$ cat config.mk
export PLATFORM = sky130hd
export DESIGN_NAME = forwarding_scoreboard
export DESIGN_NICKNAME = d
export VERILOG_FILES = /design/src/rtl/fwd_pkg.sv /design/src/rtl/fwd_match.sv /design/src/rtl/forwarding_scoreboard.sv
export SDC_FILE = /design/constraint.sdc
export NUM_CORES = 1
export LEC_CHECK = 0
export BUFFER_PORTS_ARGS = -buffer_cell sky130_fd_sc_hd__buf_2
export CORE_MARGIN = 3
export CORE_UTILIZATION = 45
export DETAILED_ROUTE_END_ITERATION = 10
export MAX_ROUTING_LAYER = met4
export PLACE_DENSITY = 0.68
export SLEW_MARGIN = 5
export SYNTH_ARGS = -nofsm -noshare
export SYNTH_HDL_FRONTEND = slang
export SYNTH_SLANG_ARGS = --single-unit
$ cat constraint.sdc
create_clock -name clk -period 1.4 [get_ports clk]
set_input_delay 0.21 -clock clk [delete_from_list [all_inputs] [get_ports clk]]
set_output_delay 0.21 -clock clk [all_outputs]
set_load 0.01 [all_outputs]
$ cat src/rtl/fwd_pkg.sv
// -----------------------------------------------------------------------------
// fwd_pkg
// Shared constants and types for the forwarding scoreboard.
//   FSEL_REGFILE      forward select value meaning "take operand from regfile"
//   REG_AW_DEFAULT    default register address width
//   ZERO_REG_DEFAULT  default zero register (XZR), never forwarded
//   stageFlags_t      per-stage control flags tracked after EX
// -----------------------------------------------------------------------------
package fwd_pkg;

    localparam int FSEL_REGFILE     = 0;
    localparam int REG_AW_DEFAULT   = 5;
    localparam int ZERO_REG_DEFAULT = 31;

    typedef struct packed {
        logic valid;
        logic regwrite;
    } stageFlags_t;

endpackage

$ cat src/rtl/fwd_match.sv
// -----------------------------------------------------------------------------
// fwd_match
// Priority compare of one EX source operand against DEPTH tracked stages.
// The youngest (lowest-numbered) live writer whose rd matches wins.
// Ports:
//   exValid     in  EX entry holds a real instruction
//   rsUsed      in  this source operand is actually read
//   rs          in  source register address
//   stageLive   in  per stage: valid, writes rd, rd is not the zero register
//   stageRd     in  per stage destination, stage k at [(k-1)*REG_AW +: REG_AW]
//   sel         out 0 = regfile, k = forward from stage k
// -----------------------------------------------------------------------------
module fwd_match
    import fwd_pkg::*;
#(
    parameter int  DEPTH  = 2,
    parameter int  REG_AW = REG_AW_DEFAULT,
    localparam int FSEL_W = $clog2(DEPTH + 1)
) (
    input  logic                      exValid,
    input  logic                      rsUsed,
    input  logic [REG_AW-1:0]         rs,
    input  logic [DEPTH-1:0]          stageLive,
    input  logic [DEPTH*REG_AW-1:0]   stageRd,
    output logic [FSEL_W-1:0]         sel
);

    // Scan oldest to youngest so the youngest match overwrites older ones.
    always_comb begin
        sel = FSEL_W'(FSEL_REGFILE);
        if (exValid && rsUsed) begin
            for (int k = DEPTH; k >= 1; k--) begin
                if (stageLive[k-1] && (stageRd[(k-1)*REG_AW +: REG_AW] == rs)) begin
                    sel = FSEL_W'(k);
                end
            end
        end
    end

endmodule

$ cat src/rtl/forwarding_scoreboard.sv
// -----------------------------------------------------------------------------
// forwarding_scoreboard
// Tracks in-flight destination registers across DEPTH post-EX stages, drives
// one forward select per EX read port and the load-use stall for ID.
// Optional feature macro: FWD_STATS_EN (adds stall / forward event counters).
// Ports:
//   clk, reset           clock (rising edge), asynchronous active-high reset
//   hold                 freeze all state this edge
//   flush                squash the instruction leaving ID
//   id_valid, id_rd, id_regwrite, id_memread, id_rs, id_rs_used
//                        ID-stage instruction fields (port p at [p*REG_AW +: REG_AW])
//   fwd_sel              per EX operand select, port p at [p*FSEL_W +: FSEL_W]
//   load_stall           hold PC and IF/ID, insert a bubble into EX
//   stat_stall_cnt, stat_fwd_cnt   (FWD_STATS_EN only) saturating counters
// -----------------------------------------------------------------------------
module forwarding_scoreboard
    import fwd_pkg::*;
#(
    parameter int  NUM_RD_PORTS = 2,
    parameter int  REG_AW       = REG_AW_DEFAULT,
    parameter int  ZERO_REG     = ZERO_REG_DEFAULT,
    parameter int  DEPTH        = 2,
    localparam int FSEL_W       = $clog2(DEPTH + 1)
) (
    input  logic                           clk,
    input  logic                           reset,
    input  logic                           hold,
    input  logic                           flush,
    input  logic                           id_valid,
    input  logic [REG_AW-1:0]              id_rd,
    input  logic                           id_regwrite,
    input  logic                           id_memread,
    input  logic [NUM_RD_PORTS*REG_AW-1:0] id_rs,
    input  logic [NUM_RD_PORTS-1:0]        id_rs_used,
    output logic [NUM_RD_PORTS*FSEL_W-1:0] fwd_sel,
    output logic                           load_stall
`ifdef FWD_STATS_EN
    ,
    output logic [31:0]                    stat_stall_cnt,
    output logic [31:0]                    stat_fwd_cnt
`endif
);

    localparam logic [REG_AW-1:0] ZERO_ADDR = REG_AW'(ZERO_REG);

    // EX entry
    logic                           exValidReg;
    logic [REG_AW-1:0]              exRdReg;
    logic                           exRegwriteReg;
    logic                           exMemreadReg;
    logic [NUM_RD_PORTS*REG_AW-1:0] exRsReg;
    logic [NUM_RD_PORTS-1:0]        exRsUsedReg;

    // Post-EX stages, stage k held at index k-1
    stageFlags_t [DEPTH-1:0]        stgFlagsReg;
    logic [DEPTH*REG_AW-1:0]        stgRdReg;
    // Only stage 1 can ever be observed as a load (load-use hazard invariant),
    // so memread is kept for that stage alone.
    logic                           stg1MemreadReg;

    logic [DEPTH-1:0]               stgLive;
    logic [NUM_RD_PORTS-1:0]        idHit;
    logic [NUM_RD_PORTS-1:0]        stage1Hit;
    logic                           exBubble;

    for (genvar gi = 0; gi < DEPTH; gi++) begin : g_live
        assign stgLive[gi] = stgFlagsReg[gi].valid & stgFlagsReg[gi].regwrite
                           & (stgRdReg[gi*REG_AW +: REG_AW] != ZERO_ADDR);
    end

    for (genvar gi = 0; gi < NUM_RD_PORTS; gi++) begin : g_port
        fwd_match #(
            .DEPTH  (DEPTH),
            .REG_AW (REG_AW)
        ) u_match (
            .exValid   (exValidReg),
            .rsUsed    (exRsUsedReg[gi]),
            .rs        (exRsReg[gi*REG_AW +: REG_AW]),
            .stageLive (stgLive),
            .stageRd   (stgRdReg),
            .sel       (fwd_sel[gi*FSEL_W +: FSEL_W])
        );

        assign idHit[gi]     = id_rs_used[gi] & (id_rs[gi*REG_AW +: REG_AW] == exRdReg);
        assign stage1Hit[gi] = (fwd_sel[gi*FSEL_W +: FSEL_W] == FSEL_W'(1));
    end

    // A zero-register load never stalls; since exRdReg != ZERO_ADDR is required,
    // an ID source of ZERO_REG cannot match either.
    assign load_stall = id_valid & exValidReg & exMemreadReg & exRegwriteReg
                      & (exRdReg != ZERO_ADDR) & (|idHit);

    assign exBubble = load_stall | flush | ~id_valid;

    always_ff @(posedge clk or posedge reset) begin
        if (reset) begin
            exValidReg     <= 1'b0;
            exRdReg        <= '0;
            exRegwriteReg  <= 1'b0;
            exMemreadReg   <= 1'b0;
            exRsReg        <= '0;
            exRsUsedReg    <= '0;
            stgFlagsReg    <= '0;
            stgRdReg       <= '0;
            stg1MemreadReg <= 1'b0;
        end else if (!hold) begin
            for (int k = DEPTH - 1; k >= 1; k--) begin
                stgFlagsReg[k]                 <= stgFlagsReg[k-1];
                stgRdReg[k*REG_AW +: REG_AW]   <= stgRdReg[(k-1)*REG_AW +: REG_AW];
            end
            stgFlagsReg[0]          <= '{valid: exValidReg, regwrite: exRegwriteReg};
            stgRdReg[0 +: REG_AW]   <= exRdReg;
            stg1MemreadReg          <= exMemreadReg;

            if (exBubble) begin
                exValidReg    <= 1'b0;
                exRdReg       <= '0;
                exRegwriteReg <= 1'b0;
                exMemreadReg  <= 1'b0;
                exRsReg       <= '0;
                exRsUsedReg   <= '0;
            end else begin
                exValidReg    <= 1'b1;
                exRdReg       <= id_rd;
                exRegwriteReg <= id_regwrite;
                exMemreadReg  <= id_memread;
                exRsReg       <= id_rs;
                exRsUsedReg   <= id_rs_used;
            end
        end
    end

    // A load sitting in stage 1 must never be the forwarding source: the
    // load-use stall always separates it from its consumer by one bubble.
    noLoadFwdAtStage1: assert property (@(posedge clk) disable iff (reset)
        !(stg1MemreadReg && (|stage1Hit)));

`ifdef FWD_STATS_EN
    logic [31:0] stallCntReg;
    logic [31:0] fwdCntReg;

    always_ff @(posedge clk or posedge reset) begin
        if (reset) begin
            stallCntReg <= '0;
            fwdCntReg   <= '0;
        end else if (!hold) begin
            if (load_stall && (stallCntReg != 32'hFFFF_FFFF)) begin
                stallCntReg <= stallCntReg + 32'd1;
            end
            if ((|fwd_sel) && (fwdCntReg != 32'hFFFF_FFFF)) begin
                fwdCntReg <= fwdCntReg + 32'd1;
            end
        end
    end

    assign stat_stall_cnt = stallCntReg;
    assign stat_fwd_cnt   = fwdCntReg;
`endif

endmodule

Yosys cells after proc, flatten, opt, wreduce, memory -nomap -nowiden
Cells that the tools add are included.

Eq/ne operators: 9. Mux-type cells: 12. Bitwise operators: 14. Reductions and logical operators: 7.

Operators with widths (count): $eq 5x5->1 (6); $ne 5x5->1 const B (3); $mux 2 (7); $and 1x1->1 (11); $mux 10 (1); $logic_and 1x1->1 (6); $mux 5 (1); $mux 1 (3); $or 1x1->1 (2); $reduce_or 2->1 (1); $not 1->1 (1).

Register bits after elaboration: 34. Input bits: 24. Word-level logic and storage cells: 53.

Logic depth before layout (Yosys ltp)
Depth in word-level cells: 8. Depth in mapped cells: 5. Gate-level depth less buffers: 4.

Modules after synthesis
A second synthesis with hierarchy kept.

Cell total of the unflattened synthesis: 179. Area total of the unflattened synthesis: 1873.0 sq um.

Modules (own cells, without submodules): forwarding_scoreboard (instances 1, cells an instance 147, area each 1617.8 sq um); fwd_match (instances 2, cells an instance 16, area each 127.6 sq um).

Worst setup path after synthesis
OpenSTA, ideal clock, no wires.

Path type: reg2out. From: register exRdReg[1]. To: output load_stall. Data arrival time: 1.160 ns. Required time: 1.190 ns. Slack: 0.030 ns. Cell stages (with the launch flop): 5. Path buffers: 1. Cell sequence: dfrtp_1 > and3_1 > a31o_1 > buf_6 > nor2b_1.

Word-level cells in the longest chain between the ends: 4. Elaborated cells between the ends (all ways): 8.

RTL lines: start, declared (line forwarding_scoreboard.sv:48) `logic [REG_AW-1:0] exRdReg;`; start signal, assigned (line forwarding_scoreboard.sv:124) `exRdReg <= id_rd;`; $eq 5x5->1 (line forwarding_scoreboard.sv:84) `assign idHit[gi] = id_rs_used[gi] & (id_rs[gi*REG_AW +: REG_AW] == exRdReg);`; $and 1x1->1 (line forwarding_scoreboard.sv:84); $reduce_or 2->1 (line forwarding_scoreboard.sv:91) `& (exRdReg != ZERO_ADDR) & (|idHit);`; $and 1x1->1 * (line forwarding_scoreboard.sv:91); end, declared (line forwarding_scoreboard.sv:36) `output logic load_stall`.

Every way passes the cells marked *; elsewhere a longest branch is shown, timed or not.

Worst setup path after layout
From: register exRdReg[2]. To: output load_stall.

The elaborated chain is that of the path after synthesis.

==> impl_metrics.tcl <==
set metrics [dict create \
    r2r_cells 7 \
    timing.final.crit_share_pct 126 \
    antenna_cells 0 \
    rsz0062_at_grt "yes" \
    cts_root_buf "clkbuf_8" \
    grt_start_max_net_pins 37 \
    end_kind "output pin" \
    gp_congestion 0.954 \
    critical_path_required_ps 1190 \
    p_leak_nw 1.10 \
    antenna_found_initial 0 \
    synth_nets 205 \
    fin_nets 256 \
    max_freq_mhz 567 \
    clockBufferDepth 2 \
    violations "negative setup slack" \
    slowest_delay_ps 460 \
    relSlewSlack_pct 70.9 \
    cts.clk_slew.worst_paths_ps 70 \
    finalCoreUtilization_pct 64.6 \
    overflow 0 \
    ir_drop_mv 0.524 \
    worstPathCellList "xnor2_1, nand4_1, o22ai_2, nor2b_2, buf_2" \
    critPathMaxFanout 5 \
    drive_gt1_share_pct 40.8 \
    dieArea_mm2 0.00495 \
    grt_pass1_wl_um 8080 \
    timing.final.ws_setup_ps -363 \
    wl_um 5070 \
    dr_total_vias 1625 \
    synth_area_mm2 0.00187 \
    dp_hpwl_um 3440 \
    cp_slowest_cell "dfrtp_1" \
    cts_tree "built" \
    initial_core_util_pct 48.8 \
    worst_slew_pin_slew_ps 437 \
    slew_violations 0 \
    drt-initial-drc-count 128 \
    layout_common_cells "30 x dfrtp_1, 28 x buf_2, 25 x nand2_1" \
    cts_hold_buf 0 \
    numCtsBuffers 5 \
    critPathLaunchType "register" \
    ys_ff_latch 34 \
    p_per_area_mw_per_mm2 1110 \
    portBuffers 28 \
    core_mm2 0.00383 \
    wire_per_inst_um 18.0 \
    num_rows 22 \
    num_io_pins 29 \
    avgSynthCellArea_um2 10.3 \
    status "finished, violations left" \
    clock_latency_ps 280 \
    cts.sinks 34 \
    route.detailed.drc 0 \
    worstPathArrival_ps 1550 \
    ys_types 23 \
    critPathKind "reg -> out" \
    finalSetupViolCount 25 \
    area_delta_synth_final_pct 32.5 \
    max-cap-violations 0 \
    die_h_um 70.4 \
    htree_levels 2 \
    min_path_type "in -> async" \
    grt_pass1_vias 1654 \
    hold_viol 0 \
    pre_cts_slack_ps -169 \
    grt_use_total_pct 21.2 \
    via_per_inst 5.78 \
    ant_nets 0 \
    syn-instance-count 181 \
    ys_warn_count 0 \
    final_common_cell "dfrtp_1" \
    die_x_um 70.4 \
    firstDrtPassIters 4 \
    period_minus_slack_ps 1760 \
    ys_seq_area_share_pct 45.6 \
    worst_clock_skew_ps 3.35 \
]
-- worst paths after layout --
check	from	end	slack, ps
max	exRdReg[2]	load_stall	-360
max in group asynchronous	reset	exRdReg[1]	1050
min	reset	exValidReg	10
min in group clk	id_rd[2]	exRdReg[2]	170
min reg2reg	exMemreadReg	exMemreadReg	520
max reg2reg	exRdReg[3]	exRsReg[7]	-240
-- state kept, by name, indices dropped and copies added (netlist names) --
name and cells:
exMemreadReg 1, exRdReg 5, exRegwriteReg 1, exRsReg 10, exRsUsedReg 2, exValidReg 1
stgFlagsReg 4, stgRdReg 10
-- area by class of cell --
cell class / instances / area, um^2
Inverter: 2 / 7.51
Multi-Input combinational cell: 133 / 1030
Sequential cell: 34 / 856
Clock buffer: 7 / 76.3
Clock inverter: 1 / 30.0
Timing Repair Buffer: 56 / 407
Tap cell: 48 / 60.1
Fill cell: 313 / 1360
-- synthesized netlist by cell type (all sizes together) --
cell    instances  area share (%)
a32oi          19             8.9
nor3            4             1.1
a31oi           2            0.67
o22ai           1            0.34
a22oi           1            0.40
xor2            8             3.8
buf             9             3.0
nor2b           1            0.34
nand4           7             2.3
nor3b           1            0.67
mux2           14             8.5
and3            5             1.7
dfrtp          34              46
a31o            1            0.47
inv             2            0.40
nor2            2            0.40
o21ai          20             5.4
xnor2          22              10
clkbuf          3            0.74
nand2          25             5.0
-- layer usage --
layer  part of all wire [%]  track usage [%]  vias up
met4                    3.0             10.6        0
met3                    5.6             4.32       12
met5                      0                -        -
li1                       -                -      766
met2                     49             30.7       59
met1                     42             28.1      788
-- where the power goes --
part	internal (mW)	switching, mW	leakage, nW
sequential	1.10	0.147	0.437
clock	0.533	0.356	0.0524
combinational	0.338	0.265	0.611
-- through the flow --
step / std cells / area, um^2 / TNS, ps / power [mW] / hold slack (ps)
after global placement: 265 / 2160 / -1660 / 1.77 / 326
final: 281 / 2470 / -5300 / 2.74 / 12.3
after global routing: 281 / 2470 / -6980 / 2.87 / 73.6
after CTS: 277 / 2360 / -3480 / 2.71 / 23.7
after floorplan: 181 / 1870 / 0 / 1.56 / 337
after detailed placement: 265 / 2160 / -3470 / 1.79 / 325
-- cell families after synthesis --
kind of cell / share of synthesized area, %
xor gates and xnor gates: 14.1
muxes: 8.45
buffers and inverters: 4.16
and+or+nand+nor: 11.5
AOI/OAI and AO/OA: 16.2
DFF: 45.6
-- critical path, delay by kind of cell, from the launching register on --
kind	cells	cell delay (ps)
AO/OA/AOI/OAI	1	160
XOR/XNOR	1	220
buffers and inverters	1	130
flip-flops	1	460
AND/OR/NAND/NOR	2	310
-- repair_timing --
action                     4_1_cts  5_1_grt
pin swaps                        8       19
buffers inserted                 4        3
gates cloned                     0        2
setup endpoints to repair       25       25
gates resized for setup         12       15
Power figures use the tool's default switching activity.
